File: config.mk
export PLATFORM = sky130hd
export DESIGN_NAME = uart_tx
export DESIGN_NICKNAME = d
export VERILOG_FILES = /design/src/rtl/uart_tx.sv
export SDC_FILE = /design/constraint.sdc
export NUM_CORES = 1
export LEC_CHECK = 0
export BUFFER_PORTS_ARGS = -buffer_cell sky130_fd_sc_hd__buf_4
export CAP_MARGIN = 15
export CORE_UTILIZATION = 50
export CTS_CLUSTER_SIZE = 25
export DETAILED_ROUTE_END_ITERATION = 12
export PLACE_DENSITY = 0.8
export RECOVER_POWER = 100
export SLEW_MARGIN = 30
export SYNTH_ARGS = -nofsm -noshare
export SYNTH_HDL_FRONTEND = slang
export SYNTH_SLANG_ARGS = --single-unit
export TNS_END_PERCENT = 10
File: constraint.sdc
create_clock -name clk -period 2.4 [get_ports clk]
set_clock_uncertainty 0.1 [all_clocks]
set_input_delay 0.24 -clock clk [delete_from_list [all_inputs] [get_ports clk]]
set_output_delay 0.24 -clock clk [all_outputs]
set_load 0.005 [all_outputs]
File: src/rtl/uart_tx.sv
// UART transmitter: ready/valid parallel word in, async serial frame out.
// Frame = start, DATA_BITS LSB first, optional parity, STOP_BITS stop bits.
module uart_tx #(
  parameter int CLK_FREQ  = 12_000_000,
  parameter int BAUD_RATE = 115200,
  parameter int DATA_BITS = 8,
  parameter int PARITY    = 0,
  parameter int STOP_BITS = 1
) (
  input  logic                 clk,
  input  logic                 rst,
  input  logic [DATA_BITS-1:0] write_data,
  input  logic                 write_valid,
  output logic                 write_ready,
  output logic                 tx,
  output logic                 busy
);

  localparam int CPB = CLK_FREQ / BAUD_RATE;
  localparam int CW  = $clog2(CPB);
  localparam int BW  = $clog2(DATA_BITS + 1);
  localparam logic ODD = (PARITY == 2);

  generate
    if (CPB < 2) begin : g_bad_cpb
      $error("uart_tx: CLK_FREQ/BAUD_RATE must be >= 2");
    end
    if (DATA_BITS < 5 || DATA_BITS > 9) begin : g_bad_db
      $error("uart_tx: DATA_BITS must be 5..9");
    end
    if (PARITY < 0 || PARITY > 2) begin : g_bad_par
      $error("uart_tx: PARITY must be 0, 1 or 2");
    end
    if (STOP_BITS != 1 && STOP_BITS != 2) begin : g_bad_sb
      $error("uart_tx: STOP_BITS must be 1 or 2");
    end
  endgenerate

  typedef enum logic [2:0] {
    S_IDLE,
    S_START,
    S_DATA,
    S_PARITY,
    S_STOP
  } state_t;

  state_t               r_state, w_nstate;
  logic [CW-1:0]        r_baud, w_nbaud;
  logic [BW-1:0]        r_bit, w_nbit;
  logic [DATA_BITS-1:0] r_shift, w_nshift;
  logic                 r_par, w_npar;
  logic                 r_tx, w_ntx;
  logic                 w_baud_last;
  logic                 w_stop_last;
  logic                 w_hs;

  assign w_baud_last = (r_baud == CW'(CPB - 1));
  assign w_stop_last = (r_state == S_STOP) && w_baud_last &&
                       (r_bit == BW'(STOP_BITS - 1));
  assign write_ready = !rst && ((r_state == S_IDLE) || w_stop_last);
  assign w_hs        = write_valid && write_ready;
  assign tx          = r_tx;
  assign busy        = (r_state != S_IDLE);

  // tx is registered from its next value, so the start bit
  // appears on the handshake edge itself.
  always_comb begin
    w_nstate = r_state;
    w_nbaud  = r_baud;
    w_nbit   = r_bit;
    w_nshift = r_shift;
    w_npar   = r_par;
    w_ntx    = r_tx;
    case (r_state)
      S_IDLE: begin
        w_ntx = 1'b1;
        if (w_hs) begin
          w_nstate = S_START;
          w_nbaud  = '0;
          w_nshift = write_data;
          w_npar   = (^write_data) ^ ODD;
          w_ntx    = 1'b0;
        end
      end
      S_START: begin
        if (w_baud_last) begin
          w_nstate = S_DATA;
          w_nbaud  = '0;
          w_nbit   = '0;
          w_ntx    = r_shift[0];
        end else begin
          w_nbaud = r_baud + CW'(1);
        end
      end
      S_DATA: begin
        if (w_baud_last) begin
          w_nbaud  = '0;
          w_nshift = r_shift >> 1;
          if (r_bit == BW'(DATA_BITS - 1)) begin
            if (PARITY != 0) begin
              w_nstate = S_PARITY;
              w_ntx    = r_par;
            end else begin
              w_nstate = S_STOP;
              w_nbit   = '0;
              w_ntx    = 1'b1;
            end
          end else begin
            w_nbit = r_bit + BW'(1);
            w_ntx  = r_shift[1];
          end
        end else begin
          w_nbaud = r_baud + CW'(1);
        end
      end
      S_PARITY: begin
        if (w_baud_last) begin
          w_nstate = S_STOP;
          w_nbaud  = '0;
          w_nbit   = '0;
          w_ntx    = 1'b1;
        end else begin
          w_nbaud = r_baud + CW'(1);
        end
      end
      S_STOP: begin
        w_ntx = 1'b1;
        if (w_baud_last) begin
          w_nbaud = '0;
          if (r_bit == BW'(STOP_BITS - 1)) begin
            if (w_hs) begin
              w_nstate = S_START;
              w_nshift = write_data;
              w_npar   = (^write_data) ^ ODD;
              w_ntx    = 1'b0;
            end else begin
              w_nstate = S_IDLE;
            end
          end else begin
            w_nbit = r_bit + BW'(1);
          end
        end else begin
          w_nbaud = r_baud + CW'(1);
        end
      end
      default: begin
        w_nstate = S_IDLE;
        w_nbaud  = '0;
        w_nbit   = '0;
        w_ntx    = 1'b1;
      end
    endcase
  end

  always_ff @(posedge clk) begin
    if (rst) begin
      r_state <= S_IDLE;
      r_baud  <= '0;
      r_bit   <= '0;
      r_shift <= '0;
      r_par   <= 1'b0;
      r_tx    <= 1'b1;
    end else begin
      r_state <= w_nstate;
      r_baud  <= w_nbaud;
      r_bit   <= w_nbit;
      r_shift <= w_nshift;
      r_par   <= w_npar;
      r_tx    <= w_ntx;
    end
  end

endmodule

After elaboration in Yosys (flattened, before gate mapping)
Index checks and enable logic that the tools add are counted.
{"block": "op_classes", "n_bitwise": 1, "addsub": 2, "eq_ne": 15, "n_reduce_logical": 16, "n_shift": 0, "multipliers": 0, "magnitude_cmp": 0, "div_mod_pow": 0, "mux": 31}
{"op": "2-to-1 mux 8 bit", "count": 4}
{"op": "case mux 8 bit (3 select lines)", "count": 1}
{"op": "2-to-1 mux 3 bit", "count": 7}
{"op": "2-to-1 mux 4 bit", "count": 5}
{"op": "case mux 4 bit (4 select lines)", "count": 1}
{"op": "case mux 3 bit (5 select lines)", "count": 1}
{"op": "2-to-1 mux 7 bit", "count": 2}
{"op": "!= test 2 bit (second input constant)", "count": 7}
{"op": "case mux 7 bit (2 select lines)", "count": 1}
{"op": "2-to-1 mux 1 bit", "count": 8}
{"op": "adder 7 x 1 -> 7 bit (second input constant)", "count": 1}
{"op": "== test 7 bit (second input constant)", "count": 1}
{"op": "AND reduction 7 bit", "count": 1}
{"op": "== test 3 x 2 -> 1 bit (second input constant)", "count": 2}
{"op": "nonzero test 3 bit", "count": 2}
{"op": "case mux 1 bit (5 select lines)", "count": 1}
{"op": "AND reduction 5 bit", "count": 1}
{"op": "adder 4 x 1 -> 4 bit (second input constant)", "count": 1}
{"op": "== test 4 x 3 -> 1 bit (second input constant)", "count": 1}
{"op": "logical AND 1 bit", "count": 4}
{"op": "logical NOT 4 bit", "count": 1}
{"op": "!= test 2 x 1 -> 1 bit (second input constant)", "count": 2}
{"op": "AND reduction 4 bit", "count": 1}
{"op": "OR reduction 4 bit", "count": 1}
{"op": "other kinds (8)", "count": 8}
{"block": "totals", "mem_bits_ro": 0, "mem_count": 0, "output_inout_bits": 3, "ff_bits": 23, "latch_bits": 0, "ramBits": 0, "input_bits": 11}

Depth between registers and ports, before layout
{"block": "depth", "ltp_word": 10, "ltp_mapped": 7, "ltp_nobuf": 6}

Worst setup path after synthesis
Ideal clock, no wire load.
{"block": "synth_path", "path_kind": "reg-to-reg", "startpoint": "register r_bit[0]", "endpoint": "register r_shift[7]", "path_buffers": 1, "required_time_ps": 2183, "path_stages_with_launch": 8, "arrival_ps": 2029, "setup_ps": 117, "slack_ps": 154, "cell_sequence": "dfxtp_1 -> inv_1 -> ha_1 -> or3b_1 -> or4_1 -> buf_2 -> a21o_2 -> a32o_1"}
{"block": "synth_between", "elab_chain_cells": 9}
{"element": "from (decl)", "line": "49", "text": "logic [BW-1:0] r_bit, w_nbit;"}
{"element": "from (signal assigned)", "line": "166", "text": "r_bit <= w_nbit;"}
{"element": "logical NOT 4 bit *", "line": "59, 130"}
{"element": "logical AND 1 bit", "line": "58", "text": "assign w_stop_last = (r_state == S_STOP) && w_baud_last &&"}
{"element": "logical OR 1 bit", "line": "60", "text": "assign write_ready = !rst && ((r_state == S_IDLE) || w_stop_last);"}
{"element": "logical AND 1 bit", "line": "60"}
{"element": "logical AND 1 bit", "line": "61", "text": "assign w_hs = write_valid && write_ready;"}
{"element": "2-to-1 mux 8 bit (3 in a row)"}
{"element": "case mux 8 bit (3 select lines)"}
{"element": "to (signal assigned)", "line": "167", "text": "r_shift <= w_nshift;"}
{"element": "to (decl)", "line": "50", "text": "logic [DATA_BITS-1:0] r_shift, w_nshift;"}
Every way passes the cells marked *; elsewhere a longest branch is shown, timed or not. The select of a mux whose other input is x is not followed.
A chain may end at the register's enable or synchronous reset.

Worst setup path in the final report
Same ends and word-level chain as after synthesis.

==> summary.txt <==
DR WL/cell -> 16.18 um
pin count of the biggest net entering global routing -> 23
Tcrit/Tclk final -> 95.95%
Slew @ Worst Pin -> 0.7491 ns
CP Cell Sequence -> inv_1, ha_1, or3b_1, or4_4, a21o_4, a32o_1
area delta synth->final -> 15.01%
initial antenna violation count -> 0
Synth async-reset ratio -> 0%
Mapped Area -> 0.001409 mm^2
Final setup viols -> 0
sequential area share after synthesis -> 32.68%
Vias/cell -> 6.524
EDFF count, synth -> 0
drt pass-1 iters -> 4
Max Fclk -> 0.4342 GHz
slowest cell delay on critical path -> 0.53 ns
CTS tree -> yes
residual DRC count -> 0
pins over their slew limit -> 0
# fillers -> 239
Reg2Reg Capture Point -> r_shift[7]
deepest clock path buffer count -> 2
Final Hold Viols -> 0
Worst-path clk slew -> 0.13 ns
Die H -> 55.08 um
CTS Buf Count -> 3
first-pass GRT wire length -> 5409 um
Top delay family on crit path -> simple AND/OR/NAND/NOR gates
Final nets -> 191
relative slew slack -> 50.06%
Synth Warn # -> 0
worst vdd ir -> 0.2983 mV
die area -> 0.003034 mm^2
Boundary Pins -> 14
Clock Latency Late Sink -> 0.31 ns
CORE AREA -> 0.002567 mm^2
CTS Hold Buffers Added -> 0
Hold Path Stages -> 3
row count -> 18
Mapped Nets -> 180
Crit-path slowest cell -> or4_4
n_diodes -> 0
Avg Inst Size Synth -> 8.487 um^2
RSZ-0062 raised after global routing -> false
Setup crit end kind -> register
CP max FO -> 8
reg2reg path depth -> 6
PnR Total Power -> 0.7145 mW
Reg-to-Reg Start -> r_bit[0]
Initial DRC Count -> 58
number of global-route vias before repair -> 1,215
number of synthesized register bits -> 23
postcts setup bufs -> 0
HP Class -> in2reg
HP Start -> write_data[7]
root buf cell -> clkbuf_4
# Max-Cap Violations -> 0
Worst Setup Path Type -> reg2reg
die width -> 55.08 um
gp weighted congestion -> 0.8688
Initial Utilization -> 54.87%
critical path depth -> 6
CP Launch Type -> register
critical path arrival -> 2.42 ns
leakage -> 0.5582 nW
Gate Count Post-Synth -> 166
total grt overflow -> 0
clock sink count -> 23
total length of routed wires -> 3333 um
layout cells sized above 1 -> 20.45%
status -> finished, final reports clean
Power Density -> 441.0 mW/mm^2
input/output buffers -> 13
Setup TNS -> 0 ns
Tmin final -> 2.303 ns
worst path buffer plus inverter count -> 1
CP required -> 2.52 ns
r2r setup slk -> 0.1 ns
Final ANT Viol Nets -> 0
Distinct cells, synth -> 45
Total GRT Usage -> 25.10%
hpwl dp -> 2404 um
H-tree levels -> 1
worst hold endpoint -> r_shift[7]
ys flop type -> dfxtp_1
via count -> 1,344
[layout by cell type, fill, tap and decap left out, drive strengths merged, types with 2 or more instances in the layout]
master and count:
and3b 2, a21boi 2, ha 3, buf 17
mux2i 8, a2111oi 7, or3 4, inv 4
a21oi 9, a31o 7, or3b 2, o2111ai 3
nand4 2, xor2 6, and2 5, o21bai 2
nor2b 2, nand3 7, o21ai 9, a31oi 4
clkbuf 7, dfxtp 23, nand2 4, a32o 2
o22ai 2, nor2 13, nor3b 4
[timing repair]
item,4_1_cts,5_1_grt
resized for setup,4,14
setup endpoints to repair,9,9
pin swaps,0,1
[cells in the mapped netlist, drive strengths merged (2+ instances only)]
cell type / n / share of area (%)
buf: 3 / 1.1
xor2: 6 / 3.7
mux2i: 8 / 5.7
ha: 3 / 2.7
a21oi: 9 / 3.2
a21boi: 2 / 1.1
nor2: 13 / 3.5
dfxtp: 23 / 33
or3: 4 / 1.8
or3b: 2 / 1.2
nand3: 7 / 2.5
nand4: 2 / 0.89
nand2: 4 / 1.1
o21bai: 2 / 1.1
o22ai: 2 / 0.89
clkbuf: 11 / 2.9
a2111oi: 7 / 4.4
and3b: 2 / 1.3
a32o: 2 / 1.4
inv: 4 / 1.1
a31oi: 4 / 1.8
o2111ai: 3 / 1.9
o21ai: 9 / 3.2
and2: 5 / 2.2
nor2b: 2 / 0.89
nor3b: 4 / 2.1
a31o: 7 / 4.4
[through the flow]
step                      std cells  hold WS [ns]  util [%]  area [um^2]  setup WS [ns]
after global routing            206        0.1584     63.11         1620       0.006048
after detailed placement        202        0.3675     60.19         1545       -0.04268
after CTS                       206        0.1495     61.50         1579        0.02584
after floorplan                 166        0.3399         -         1409         0.1537
final                           206        0.1501     63.11         1620        0.09713
after global placement          202        0.3505     59.99         1540        0.04957
[layer usage]
| metal | vias up | share of wire (%) | global-route usage, % |
|---|---|---|---|
| met5 | - | 0 | 0 |
| met1 | 628 | 44 | 33.39 |
| met4 | 0 | 0.54 | 8.333 |
| met2 | 51 | 49 | 42.17 |
| li1 | 661 | - | - |
| met3 | 4 | 6.4 | 2.459 |
[sequential cells by signal, indices dropped and copies added (netlist names)]
register	flops
r_shift	8
r_baud	7
r_bit	4
r_state	3
tx	1
[worst min-delay path: stages]
cell and delay (ns):
buf_4 0.07, and2_1 0.11, a32o_1 0.11
[worst max path at each step]
stage                   from     endpoint  slack, ns
floorplan           r_bit[0]   r_shift[7]       0.15
global placement    r_bit[0]   r_shift[7]       0.05
detailed placement  r_bit[0]   r_shift[4]      -0.04
CTS                 r_bit[0]   r_shift[2]       0.03
global route        r_bit[0]  write_ready      0.006
finish              r_bit[0]   r_shift[7]        0.1
[area by class of cell]
type	instances	area, um^2	share of cell area (%)
well taps	30	37.54	2.317
clock buffers	4	26.28	1.622
inverters	4	15.01	0.9266
multi-input cells	125	934.6	57.68
repair buffers	20	146.4	9.035
flip-flops and latches	23	460.4	28.42
[report_power, final]
group	total, mW	switching (mW)	internal [mW]
combinational	0.130	0.0731	0.0565
sequential	0.405	0.00885	0.396
clock	0.180	0.115	0.0648
[logic make-up (layout without fill, tap and decap cells)]
group                      Yosys count  count (layout)  share of synthesized area [%]
adders and majority gates            3               3                          2.665
AOI/OAI and AO/OA                   54              54                          27.44
and+or+nand+nor                     53              53                          22.11
xor gates and xnor gates             7               7                          4.352
DFF                                 23              23                          32.68
buffers and inverters               18              28                          5.062
muxes                                8               8                          5.684
Power figures use the tool's default switching activity.
